==> src/rtl/mem_stage_pkg.sv <==
`default_nettype none
// ============================================================================
//  Module      : mem_stage_pkg
//  Description : Shared pipeline types for the memory-access stage: EX/MEM
//                and MEM/WB flow structs, memory control fields, funct3
//                access widths, forwarding record and MEM state encoding.
//  Revision    : 1.0 - initial release
// ============================================================================
package mem_stage_pkg;

    localparam int DATA_W = 32;

    // funct3 access-width encodings shared by loads and stores
    localparam logic [2:0] MEM_B  = 3'b000;
    localparam logic [2:0] MEM_H  = 3'b001;
    localparam logic [2:0] MEM_W  = 3'b010;
    localparam logic [2:0] MEM_BU = 3'b100;
    localparam logic [2:0] MEM_HU = 3'b101;

    // Normalised access sizes
    localparam logic [1:0] SZ_B = 2'd0;
    localparam logic [1:0] SZ_H = 2'd1;
    localparam logic [1:0] SZ_W = 2'd2;

    typedef enum logic [1:0] {
        MTR_ALU = 2'd0,
        MTR_MEM = 2'd1,
        MTR_PC  = 2'd2,
        MTR_IMM = 2'd3
    } memtoreg_t;

    typedef struct packed {
        logic      RegWrite;
        memtoreg_t MemtoReg;
    } wb_ctrl_t;

    typedef struct packed {
        logic       MemRead;
        logic       MemWrite;
        logic [2:0] funct3;
    } mem_ctrl_t;

    typedef struct packed {
        logic [DATA_W-1:0] alu_result;
        logic [DATA_W-1:0] rs2_data;
        mem_ctrl_t         mem_ctrl;
        wb_ctrl_t          wb_ctrl;
        logic [4:0]        rd_addr;
        logic [DATA_W-1:0] pc_write;
        logic [DATA_W-1:0] immediate;
    } ex_mem_flow_t;

    typedef struct packed {
        logic [DATA_W-1:0] alu_result;
        logic [DATA_W-1:0] data_in;
        wb_ctrl_t          wb_ctrl;
        logic [4:0]        rd_addr;
        logic [DATA_W-1:0] pc_write;
        logic [DATA_W-1:0] immediate;
    } mem_wb_flow_t;

    typedef struct packed {
        logic              RegWrite;
        logic [4:0]        rd_addr;
        logic [DATA_W-1:0] rd_data;
        logic              is_load;
    } fwd_src_t;

    typedef enum logic [0:0] {
        IDLE = 1'b0,
        WAIT = 1'b1
    } mem_state_t;

    // Stores only know SB/SH/SW; loads also accept the unsigned variants.
    // Anything unrecognised is a full word.
    function automatic logic [1:0] access_size(input logic is_store, input logic [2:0] funct3);
        logic [1:0] sz;
        sz = SZ_W;
        if (is_store) begin
            if (funct3 == MEM_B)      sz = SZ_B;
            else if (funct3 == MEM_H) sz = SZ_H;
        end else begin
            if (funct3 == MEM_B || funct3 == MEM_BU)      sz = SZ_B;
            else if (funct3 == MEM_H || funct3 == MEM_HU) sz = SZ_H;
        end
        return sz;
    endfunction

endpackage
`default_nettype wire

==> src/rtl/forwarding_if.sv <==
`default_nettype none
// ============================================================================
//  Module      : forwarding_if
//  Description : Forwarding/hazard bundle; the MEM stage publishes its
//                in-flight destination, the hazard unit consumes it.
//  Revision    : 1.0 - initial release
// ============================================================================
interface forwarding_if;
    import mem_stage_pkg::*;

    fwd_src_t mem;

    modport mem_stage (output mem);
    modport hazard    (input  mem);
endinterface
`default_nettype wire

==> src/rtl/mem_align.sv <==
`default_nettype none
// ============================================================================
//  Module      : mem_align
//  Description : Combinational lane logic: store byte enables and lane
//                replication, load extraction/extension, misalign detect.
//  Revision    : 1.0 - initial release
// ============================================================================
module mem_align
    import mem_stage_pkg::*;
#(
    parameter int XLEN = 32
) (
    input  logic [1:0]      addr_lo,
    input  logic [2:0]      funct3,
    input  logic            is_store,
    input  logic [XLEN-1:0] store_data,
    input  logic [XLEN-1:0] rdata,
    output logic [3:0]      be,
    output logic [XLEN-1:0] wdata,
    output logic [XLEN-1:0] load_data,
    output logic            misalign
);

    logic [1:0]      w_size;
    logic [XLEN-1:0] w_shifted;

    // Store lanes and alignment check from the normalised access size
    always_comb begin
        w_size   = access_size(is_store, funct3);
        be       = 4'b1111;
        wdata    = store_data;
        misalign = 1'b0;
        case (w_size)
            SZ_B: begin
                be    = 4'b0001 << addr_lo;
                wdata = {4{store_data[7:0]}};
            end
            SZ_H: begin
                be       = 4'b0011 << addr_lo;
                wdata    = {2{store_data[15:0]}};
                misalign = addr_lo[0];
            end
            default: begin
                misalign = (addr_lo != 2'b00);
            end
        endcase
    end

    // Load: bring the addressed lane down to bit 0, then extend
    always_comb begin
        w_shifted = rdata >> {addr_lo, 3'b000};
        case (funct3)
            MEM_B:   load_data = {{(XLEN-8){w_shifted[7]}}, w_shifted[7:0]};
            MEM_BU:  load_data = {{(XLEN-8){1'b0}}, w_shifted[7:0]};
            MEM_H:   load_data = {{(XLEN-16){w_shifted[15]}}, w_shifted[15:0]};
            MEM_HU:  load_data = {{(XLEN-16){1'b0}}, w_shifted[15:0]};
            default: load_data = w_shifted;
        endcase
    end

endmodule
`default_nettype wire

==> src/rtl/mem_stage.sv <==
`default_nettype none
// ============================================================================
//  Module      : mem_stage
//  Description : Pipeline MEM stage: data-memory req/ack handshake with
//                timeout, store lanes, load alignment, MEM/WB register,
//                front-end stall and forwarding publication.
//  Revision    : 1.0 - initial release
// ============================================================================
module mem_stage
    import mem_stage_pkg::*;
#(
    parameter int WAIT_LIMIT = 16,
    parameter int XLEN       = 32
) (
    input  logic              clk,
    input  logic              rst,
    input  ex_mem_flow_t      inflow,
    input  logic              in_valid,
    output logic              dmem_req,
    output logic              dmem_we,
    output logic [XLEN-1:0]   dmem_addr,
    output logic [3:0]        dmem_be,
    output logic [XLEN-1:0]   dmem_wdata,
    input  logic [XLEN-1:0]   dmem_rdata,
    input  logic              dmem_ack,
    output logic              mem_stall,
    output logic              misalign,
    output logic              bus_err,
    output mem_wb_flow_t      outflow,
    output logic              out_valid,
    forwarding_if.mem_stage   fd
);

    localparam int CNT_W = (WAIT_LIMIT > 1) ? $clog2(WAIT_LIMIT) : 1;

    mem_state_t      state_q, state_d;
    logic [CNT_W-1:0] cnt_q, cnt_d;
    logic [XLEN-1:0] addr_q, addr_d;
    logic [3:0]      be_q, be_d;
    logic [XLEN-1:0] wdata_q, wdata_d;
    logic            we_q, we_d;
    mem_wb_flow_t    outflow_q, outflow_d;
    logic            out_valid_q, out_valid_d;
    logic            misalign_q, misalign_d;
    logic            bus_err_q, bus_err_d;

    logic            w_access;
    logic            w_is_store;
    logic            w_misalign;
    logic            w_issue;
    logic            w_at_limit;
    logic            w_capture;
    logic [3:0]      w_be;
    logic [XLEN-1:0] w_wdata;
    logic [XLEN-1:0] w_load_data;
    fwd_src_t        w_fwd;

    assign w_access   = in_valid & (inflow.mem_ctrl.MemRead | inflow.mem_ctrl.MemWrite);
    assign w_is_store = inflow.mem_ctrl.MemWrite;
    assign w_issue    = (state_q == IDLE) & w_access & ~w_misalign;
    assign w_at_limit = (cnt_q == CNT_W'(WAIT_LIMIT - 1));

    mem_align #(.XLEN(XLEN)) u_align (
        .addr_lo    (inflow.alu_result[1:0]),
        .funct3     (inflow.mem_ctrl.funct3),
        .is_store   (w_is_store),
        .store_data (inflow.rs2_data),
        .rdata      (dmem_rdata),
        .be         (w_be),
        .wdata      (w_wdata),
        .load_data  (w_load_data),
        .misalign   (w_misalign)
    );

    // Bus drive and stall; gated by rst so a reset mid-access drops them at once
    always_comb begin
        dmem_req   = 1'b0;
        dmem_we    = 1'b0;
        dmem_addr  = '0;
        dmem_be    = 4'b0000;
        dmem_wdata = '0;
        mem_stall  = 1'b0;
        if (!rst) begin
            if (state_q == WAIT) begin
                dmem_req   = 1'b1;
                dmem_we    = we_q;
                dmem_addr  = addr_q;
                dmem_be    = be_q;
                dmem_wdata = wdata_q;
                // Timeout cycle releases the stall so the failed op drains
                mem_stall  = ~dmem_ack & ~w_at_limit;
            end else if (w_issue) begin
                dmem_req   = 1'b1;
                dmem_we    = w_is_store;
                dmem_addr  = {inflow.alu_result[XLEN-1:2], 2'b00};
                dmem_be    = w_be;
                dmem_wdata = w_wdata;
                mem_stall  = ~dmem_ack;
            end
        end
    end

    // Next-state, request hold copies and MEM/WB contents
    always_comb begin
        state_d     = state_q;
        cnt_d       = cnt_q;
        addr_d      = addr_q;
        be_d        = be_q;
        wdata_d     = wdata_q;
        we_d        = we_q;
        outflow_d   = '0;
        out_valid_d = 1'b0;
        misalign_d  = 1'b0;
        bus_err_d   = 1'b0;
        w_capture   = 1'b0;
        case (state_q)
            IDLE: begin
                if (in_valid && !w_access) begin
                    w_capture = 1'b1;
                end else if (w_access && w_misalign) begin
                    misalign_d = 1'b1;
                end else if (w_issue) begin
                    if (dmem_ack) begin
                        w_capture = 1'b1;
                    end else begin
                        state_d = WAIT;
                        cnt_d   = '0;
                        addr_d  = {inflow.alu_result[XLEN-1:2], 2'b00};
                        be_d    = w_be;
                        wdata_d = w_wdata;
                        we_d    = w_is_store;
                    end
                end
            end
            WAIT: begin
                if (dmem_ack) begin
                    w_capture = 1'b1;
                    state_d   = IDLE;
                    cnt_d     = '0;
                end else if (w_at_limit) begin
                    bus_err_d = 1'b1;
                    state_d   = IDLE;
                    cnt_d     = '0;
                end else begin
                    cnt_d = cnt_q + 1'b1;
                end
            end
            default: state_d = IDLE;
        endcase
        if (w_capture) begin
            out_valid_d          = 1'b1;
            outflow_d.alu_result = inflow.alu_result;
            outflow_d.wb_ctrl    = inflow.wb_ctrl;
            outflow_d.rd_addr    = inflow.rd_addr;
            outflow_d.pc_write   = inflow.pc_write;
            outflow_d.immediate  = inflow.immediate;
            outflow_d.data_in    = (w_access && inflow.mem_ctrl.MemRead && !w_is_store)
                                   ? w_load_data : '0;
        end
    end

    // State and MEM/WB register
    always_ff @(posedge clk or posedge rst) begin
        if (rst) begin
            state_q     <= IDLE;
            cnt_q       <= '0;
            addr_q      <= '0;
            be_q        <= 4'b0000;
            wdata_q     <= '0;
            we_q        <= 1'b0;
            outflow_q   <= '0;
            out_valid_q <= 1'b0;
            misalign_q  <= 1'b0;
            bus_err_q   <= 1'b0;
        end else begin
            state_q     <= state_d;
            cnt_q       <= cnt_d;
            addr_q      <= addr_d;
            be_q        <= be_d;
            wdata_q     <= wdata_d;
            we_q        <= we_d;
            outflow_q   <= outflow_d;
            out_valid_q <= out_valid_d;
            misalign_q  <= misalign_d;
            bus_err_q   <= bus_err_d;
        end
    end

    // Forwarding record for the instruction currently in MEM
    always_comb begin
        w_fwd.RegWrite = in_valid & inflow.wb_ctrl.RegWrite;
        w_fwd.rd_addr  = inflow.rd_addr;
        w_fwd.is_load  = in_valid & inflow.mem_ctrl.MemRead;
        case (inflow.wb_ctrl.MemtoReg)
            MTR_PC:  w_fwd.rd_data = inflow.pc_write;
            MTR_IMM: w_fwd.rd_data = inflow.immediate;
            default: w_fwd.rd_data = inflow.alu_result;
        endcase
    end

    assign fd.mem    = w_fwd;
    assign outflow   = outflow_q;
    assign out_valid = out_valid_q;
    assign misalign  = misalign_q;
    assign bus_err   = bus_err_q;

endmodule
`default_nettype wire

==> src/flat_wrapper.sv <==
// flat-port wrapper written by rule: the top's interface ports become plain ports
module mem_stage_flat import mem_stage_pkg::*;
#(
    parameter int WAIT_LIMIT = 16,
    parameter int XLEN       = 32
)
  (clk, rst, inflow, in_valid, dmem_req, dmem_we, dmem_addr, dmem_be, dmem_wdata, dmem_rdata, dmem_ack, mem_stall, misalign, bus_err, outflow, out_valid, fd_mem);
  forwarding_if fd_i ();
  input  logic clk;
  input  logic rst;
  input  ex_mem_flow_t inflow;
  input  logic in_valid;
  output logic dmem_req;
  output logic dmem_we;
  output logic [XLEN-1:0] dmem_addr;
  output logic [3:0] dmem_be;
  output logic [XLEN-1:0] dmem_wdata;
  input  logic [XLEN-1:0] dmem_rdata;
  input  logic dmem_ack;
  output logic mem_stall;
  output logic misalign;
  output logic bus_err;
  output mem_wb_flow_t outflow;
  output logic out_valid;
  output wire logic [$bits(fd_i.mem)-1:0] fd_mem;
  assign fd_mem = fd_i.mem;
  mem_stage #(.WAIT_LIMIT(WAIT_LIMIT), .XLEN(XLEN)) u_core (.clk(clk), .rst(rst), .inflow(inflow), .in_valid(in_valid), .dmem_req(dmem_req), .dmem_we(dmem_we), .dmem_addr(dmem_addr), .dmem_be(dmem_be), .dmem_wdata(dmem_wdata), .dmem_rdata(dmem_rdata), .dmem_ack(dmem_ack), .mem_stall(mem_stall), .misalign(misalign), .bus_err(bus_err), .outflow(outflow), .out_valid(out_valid), .fd(fd_i));
endmodule
==> config.mk <==
export PLATFORM = sky130hd
export DESIGN_NAME = mem_stage_flat
export DESIGN_NICKNAME = d
export VERILOG_FILES = /design/src/rtl/mem_stage_pkg.sv /design/src/rtl/forwarding_if.sv /design/src/rtl/mem_align.sv /design/src/rtl/mem_stage.sv /design/src/flat_wrapper.sv
export SDC_FILE = /design/constraint.sdc
export NUM_CORES = 1
export LEC_CHECK = 0
export BUFFER_PORTS_ARGS = -buffer_cell sky130_fd_sc_hd__buf_2
export CAP_MARGIN = 20
export CORE_AREA = 3 3 164 166
export DETAILED_ROUTE_END_ITERATION = 8
export DIE_AREA = 0 0 167 169
export PLACE_DENSITY = 0.72
export SLEW_MARGIN = 20
export SYNTH_ARGS = -nofsm -noshare
export SYNTH_HDL_FRONTEND = slang
export SYNTH_SLANG_ARGS = --single-unit
==> constraint.sdc <==
create_clock -name clk -period 17.43 [get_ports clk]
set_input_delay 4.3575 -clock clk [delete_from_list [all_inputs] [get_ports clk]]
set_output_delay 4.3575 -clock clk [all_outputs]
set_load 0.005 [all_outputs]
After elaboration in Yosys (flattened, before gate mapping)
Cells that the tools add are included.
{"block": "word_totals", "register_bits": 211, "inputBits": 177}
{"block": "classes", "muxes": 56, "add_sub_neg": 1, "n_eq_ne": 11, "reduce_logical": 13, "bitwise": 13, "shift": 3}
{"operator": "32-bit 2-to-1 mux", "n": 7}
{"operator": "136-bit 2-to-1 mux", "n": 1}
{"operator": "32-bit one-hot mux with 2 select lines", "n": 2}
{"operator": "32-bit one-hot mux with 4 select lines", "n": 1}
{"operator": "4-bit 2-to-1 mux", "n": 9}
{"operator": "32-bit by 5-bit >> shifter with 32-bit output", "n": 1}
{"operator": "1-bit 2-to-1 mux", "n": 26}
{"operator": "4-bit one-hot mux with 2 select lines", "n": 2}
{"operator": "2-bit 2-to-1 mux", "n": 5}
{"operator": "1-bit AND", "n": 6}
{"operator": "3-bit equality test (second input constant)", "n": 2}
{"operator": "2-bit inequality test (second input constant)", "n": 3}
{"operator": "1-bit inverter", "n": 6}
{"operator": "1-bit one-hot mux with 2 select lines", "n": 3}
{"operator": "5-bit AND reduction", "n": 1}
{"operator": "4-bit by 1-bit adder with 4-bit output (second input constant)", "n": 1}
{"operator": "2-bit equality test (second input constant)", "n": 2}
{"operator": "4-bit equality test (second input constant)", "n": 1}
{"operator": "1-bit logical AND", "n": 4}
{"operator": "4-bit AND reduction", "n": 1}
{"operator": "1-bit by 2-bit left shift with 4-bit output (first input constant)", "n": 1}
{"operator": "2-bit by 2-bit left shift with 4-bit output (first input constant)", "n": 1}
{"operator": "3-bit by 1-bit equality test with 1-bit output (second input constant)", "n": 1}
{"operator": "3-bit logical NOT", "n": 1}
{"operator": "7 further kinds", "n": 9}

Depth between registers and ports, before layout
{"block": "logic_depth", "word_depth": 14, "mapped_depth": 8}

Cells and area by module
Synthesis repeated with hierarchy kept, for this count alone.
{"block": "unflattened", "cells_unflattened": 874, "area_unflattened_um2": 10258.6}
{"mod": "mem_stage", "n_inst": 1, "area_each_um2": 9047.4, "cells_per_inst": 683}
{"mod": "mem_align", "n_inst": 1, "area_each_um2": 1211.2, "cells_per_inst": 191}

Worst setup path after synthesis
Ideal clock, no wire load.
{"block": "synth_timing", "path_kind": "input-to-output", "startpoint": "input port rst", "endpoint": "output port dmem_addr[10]", "path_stages": 5, "arrival_time_ns": 9.834, "required_ns": 13.073, "path_slack_ns": 3.238, "n_path_buf": 2, "path_cell_list": "inv_1 and3_1 buf_4 buf_6 a22o_1"}
{"block": "synth_via", "elab_chain_cells": 1}
{"element": "from (decl)", "line_no": "flat_wrapper.sv:10", "rtl": "input logic rst;"}
{"element": "32-bit 2-to-1 mux", "line_no": "mem_stage.sv:83", "rtl": "if (!rst) begin"}
{"element": "to (decl)", "line_no": "flat_wrapper.sv:15", "rtl": "output logic [XLEN-1:0] dmem_addr;"}
Every way passes these cells.

Worst setup path after layout
{"block": "layout_timing", "startpoint": "input port inflow[73] (netlist bit)", "endpoint": "output port dmem_we"}
{"block": "layout_via", "elab_chain_cells": 12, "elab_cells_between_ends": 19, "classes_between": "eq/ne: 4; mux: 9; bitwise: 2; reduce/logical: 4"}
{"element": "from (decl)", "line_no": "flat_wrapper.sv:11", "rtl": "input ex_mem_flow_t inflow;"}
{"element": "3-bit by 1-bit equality test with 1-bit output or 3-bit equality test (tied branches)", "line_no": "mem_stage_pkg.sv:81, mem_stage_pkg.sv:84"}
{"element": "1-bit logical OR", "line_no": "mem_stage_pkg.sv:84", "rtl": "else if (funct3 == MEM_H || funct3 == MEM_HU) sz = SZ_H;"}
{"element": "2-bit 2-to-1 mux", "line_no": "mem_stage_pkg.sv:84"}
{"element": "2-bit 2-to-1 mux", "line_no": "mem_stage_pkg.sv:83", "rtl": "if (funct3 == MEM_B || funct3 == MEM_BU) sz = SZ_B;"}
{"element": "2-bit 2-to-1 mux (*)", "line_no": "mem_stage_pkg.sv:79", "rtl": "if (is_store) begin"}
{"element": "2-bit by 1-bit equality test with 1-bit output or 2-bit logical NOT (tied branches)", "line_no": "mem_align.sv:33", "rtl": "case (w_size)"}
{"element": "1-bit one-hot mux with 2 select lines (*)", "line_no": "mem_align.sv:33"}
{"element": "1-bit inverter (*)", "line_no": "mem_stage.sv:60", "rtl": "assign w_issue = (state_q == IDLE) & w_access & ~w_misalign;"}
{"element": "1-bit AND (*)", "line_no": "mem_stage.sv:60"}
{"element": "1-bit 2-to-1 mux (*)", "line_no": "mem_stage.sv:92", "rtl": "end else if (w_issue) begin"}
{"element": "1-bit 2-to-1 mux (*)", "line_no": "mem_stage.sv:84", "rtl": "if (state_q == WAIT) begin"}
{"element": "1-bit 2-to-1 mux (*)", "line_no": "mem_stage.sv:83"}
{"element": "to (decl)", "line_no": "flat_wrapper.sv:14", "rtl": "output logic dmem_we;"}
Mark *: on every way between the ends. The rest lies on a longest branch, timed or not.

==> flow_summary.ini <==
[critical_path]
cp.arrival_ns = 7.18
critPathBufInv = 3
path_delay_family = compound AO/OA/AOI/OAI gates
start_kind = input port
cpPeakStageDelay_ns = 0.67
r2r_cells = 5
reg2reg_slack_ns = 14.93
critPathKind = in2out
cp_common_cell = buf_2
end_kind = output pin
critPathSlowestCell = and3_2
critPathMaxFanout = 37
cp.required_ns = 13.07
path_cells = buf_2 -> a21o_1 -> a22oi_4 -> and3_2 -> buf_4 -> a22o_1 -> buf_2
cp.depth = 7

[route]
wl_mm = 31.7
viasPerCell = 5.09
detail_route.iter0.violations = 560
wl_per_cell_um = 19.9
num_vias = 8131
drt_pass1_iterations = 5
ant_nets = 0
post-route-drc-count = 0

[placement]
dp_hpwl_mm = 22.9
placed_cell_area_um2 = 11900
place_ws_ns = 5.90
io_buffers = 423
routabilityCongestion = 0.853

[finish]
finalInstanceArea_um2 = 12700
nets = 1421
syn_to_final_growth_pct = 32.3
n_fill_cell = 2365
register_area_um2 = 5280
drive_gt1_share_pct = 38.5
multi_input_area_um2 = 3980

[power]
switchingPower_w = 0.000339
p_total_w = 0.00129
internal-power_w = 0.000953
swShare_pct = 26.3
peakVddDrop_mv = 0.0674
seqPwrFrac_pct = 44.9
power.share.clock_pct = 39.2
p_leak_nw = 6.80
power.density_nw_per_um2 = 101
comb_power_share_pct = 15.9

[logic_synthesis]
async_flop_share_pct = 100
synth.distinct_cells = 40
synth_edf_count = 0
ys_warn_count = 0
synth-seq-area-share_pct = 54.8
netlist_instances = 857
syn_area_per_cell_um2 = 11.2
ys_ff_latch = 211
synth_ff_type = dfrtp_1
netlist_area_um2 = 9640

[outcome]
outcome = complete, no violations

[clocking]
numCtsBuffers = 24
cts_num_sinks = 211
cts_resized = 0
clk_pin_slew_worst_paths_ns = 0.06
clk_latency_ns = 0.51
cts_setup_buffers = 0
cts_tree = done
clk_path_buf_depth = 3
h-tree-depth = 1
cts-root-buf = clkbuf_16
cts.hold.buffers_added = 0

[grt]
antenna_found_initial = 1
grt_pass1_vias = 8082
grt_pass1_wl_mm = 47.6
grt_max_degree = 75
gr-total-overflow = 0
grtUsageTotal_pct = 21.3

[timing]
setup_tns_ns = 0
fin_crit_sh_pct = 66.2
maxSlewHeadroom_pct = 26.1
holdWs_ns = 0.491
finalClockSkew_ns = 0.00506
hold_viol = 0
fin_ws_ns = 5.89
setup_violations = 0
rsz0062_at_grt = false
min_period_ns = 11.54
tightest_slew_ns = 1.11
fmax_mhz = 86.7
report.final.slew_viol_count = 0

[die]
core-area_um2 = 25800
num_rows = 59
ios = 426
die_area_um2 = 28200
die_x_um = 167
die_h_um = 169
start_util_pct = 37.4

[flow_run]
cap_violations = 0

[hold_path]
min_delay_path_depth = 1
hp-class = reg2reg
==> through the flow <==
step	utilization, %	cells
4_1_cts	49.5	1595
6_report	49.5	1596
3_5_place_dp	46.3	1552
5_1_grt	49.5	1596
3_3_place_gp	46.2	1551
2_1_floorplan	-	858
==> area by class of cell <==
cell class,count,share of cell area (%)
inverter,8,0.294
antenna,1,0.0196
timing repair buffer,434,17.4
multi-input combinational,564,31.2
clock buffer,36,5.86
tap,335,3.29
clock inverter,7,0.471
sequential,211,41.4
==> power by group through the flow <==
stage,Clock [W],Combinational [W],Sequential (W)
after floorplan,0,0.000114,0.000581
after global placement,0,0.000201,0.000586
after detailed placement,0,0.000207,0.000589
after CTS,0.000520,0.000208,0.000580
after global routing,0.000542,0.000227,0.000587
final,0.000507,0.000205,0.000581
==> synth_stat cells, drive strengths merged (10+ instances only) <==
cell type / number / share of area, %
nor3: 10 / 0.52
a22o: 68 / 6.2
o21ai: 12 / 0.62
a21oi: 46 / 2.4
nand2: 78 / 3.1
mux2: 67 / 7.8
nor2b: 112 / 7.3
nor2: 45 / 1.8
buf: 37 / 2.4
mux2i: 58 / 6.0
clkbuf: 38 / 1.5
a211oi: 23 / 1.8
dfrtp: 211 / 55
==> registers in the layout, indices dropped and copies added, names as in the netlist <==
name	cells
u_core.outflow	136
u_core.be_q	4
u_core.bus_err	1
u_core.wdata_q	32
u_core.cnt_q	4
u_core.addr_q	30
u_core.out_valid	1
u_core.state_q	1
u_core.misalign	1
u_core.we_q	1
==> worst paths after layout <==
| check | to | startpoint |
|---|---|---|
| worst max-delay path | dmem_we | inflow[73] |
| worst min-delay path | u_core.wdata_q[26] | u_core.wdata_q[26] |
| worst max register to register | u_core.outflow[66] | u_core.state_q |
| worst min register to register | u_core.wdata_q[26] | u_core.wdata_q[26] |
| max in group asynchronous | u_core.addr_q[21] | rst |
| min in group asynchronous | u_core.wdata_q[3] | rst |
==> cells by family (layout without fill, tap and decap cells) <==
logic type	after synthesis	count (layout)	synth area share [%]
buffers and inverters	83	485	4.17
muxes	125	125	13.9
DFF	211	211	54.8
AOI/OAI and AO/OA	177	177	13.5
other	1	3	0.0389
and+or+nand+nor	259	259	13.5
adders and majority gates	1	1	0.130
==> metal layers <==
layer  routed length (um)  vias to the layer above  track usage [%]
met4                  952                        0             6.64
met3                 2560                       60             5.02
li1                     -                     3753                -
met5                    0                        -                0
met1                12100                     3943             25.9
met2                16100                      375             37.8
==> layout by cell type, fill, tap and decap left out, types with 23 or more instances in the layout <==
cell | netlist | routed
buf_2 | 21 | 423
mux2i_1 | 58 | 58
mux2_1 | 65 | 65
nand2_1 | 77 | 77
a22o_1 | 68 | 68
a211oi_1 | 23 | 23
nor2b_1 | 112 | 112
a21oi_1 | 46 | 46
nor2_1 | 45 | 44
clkbuf_16 | 0 | 25
dfrtp_1 | 211 | 211
Power figures use the tool's default switching activity.
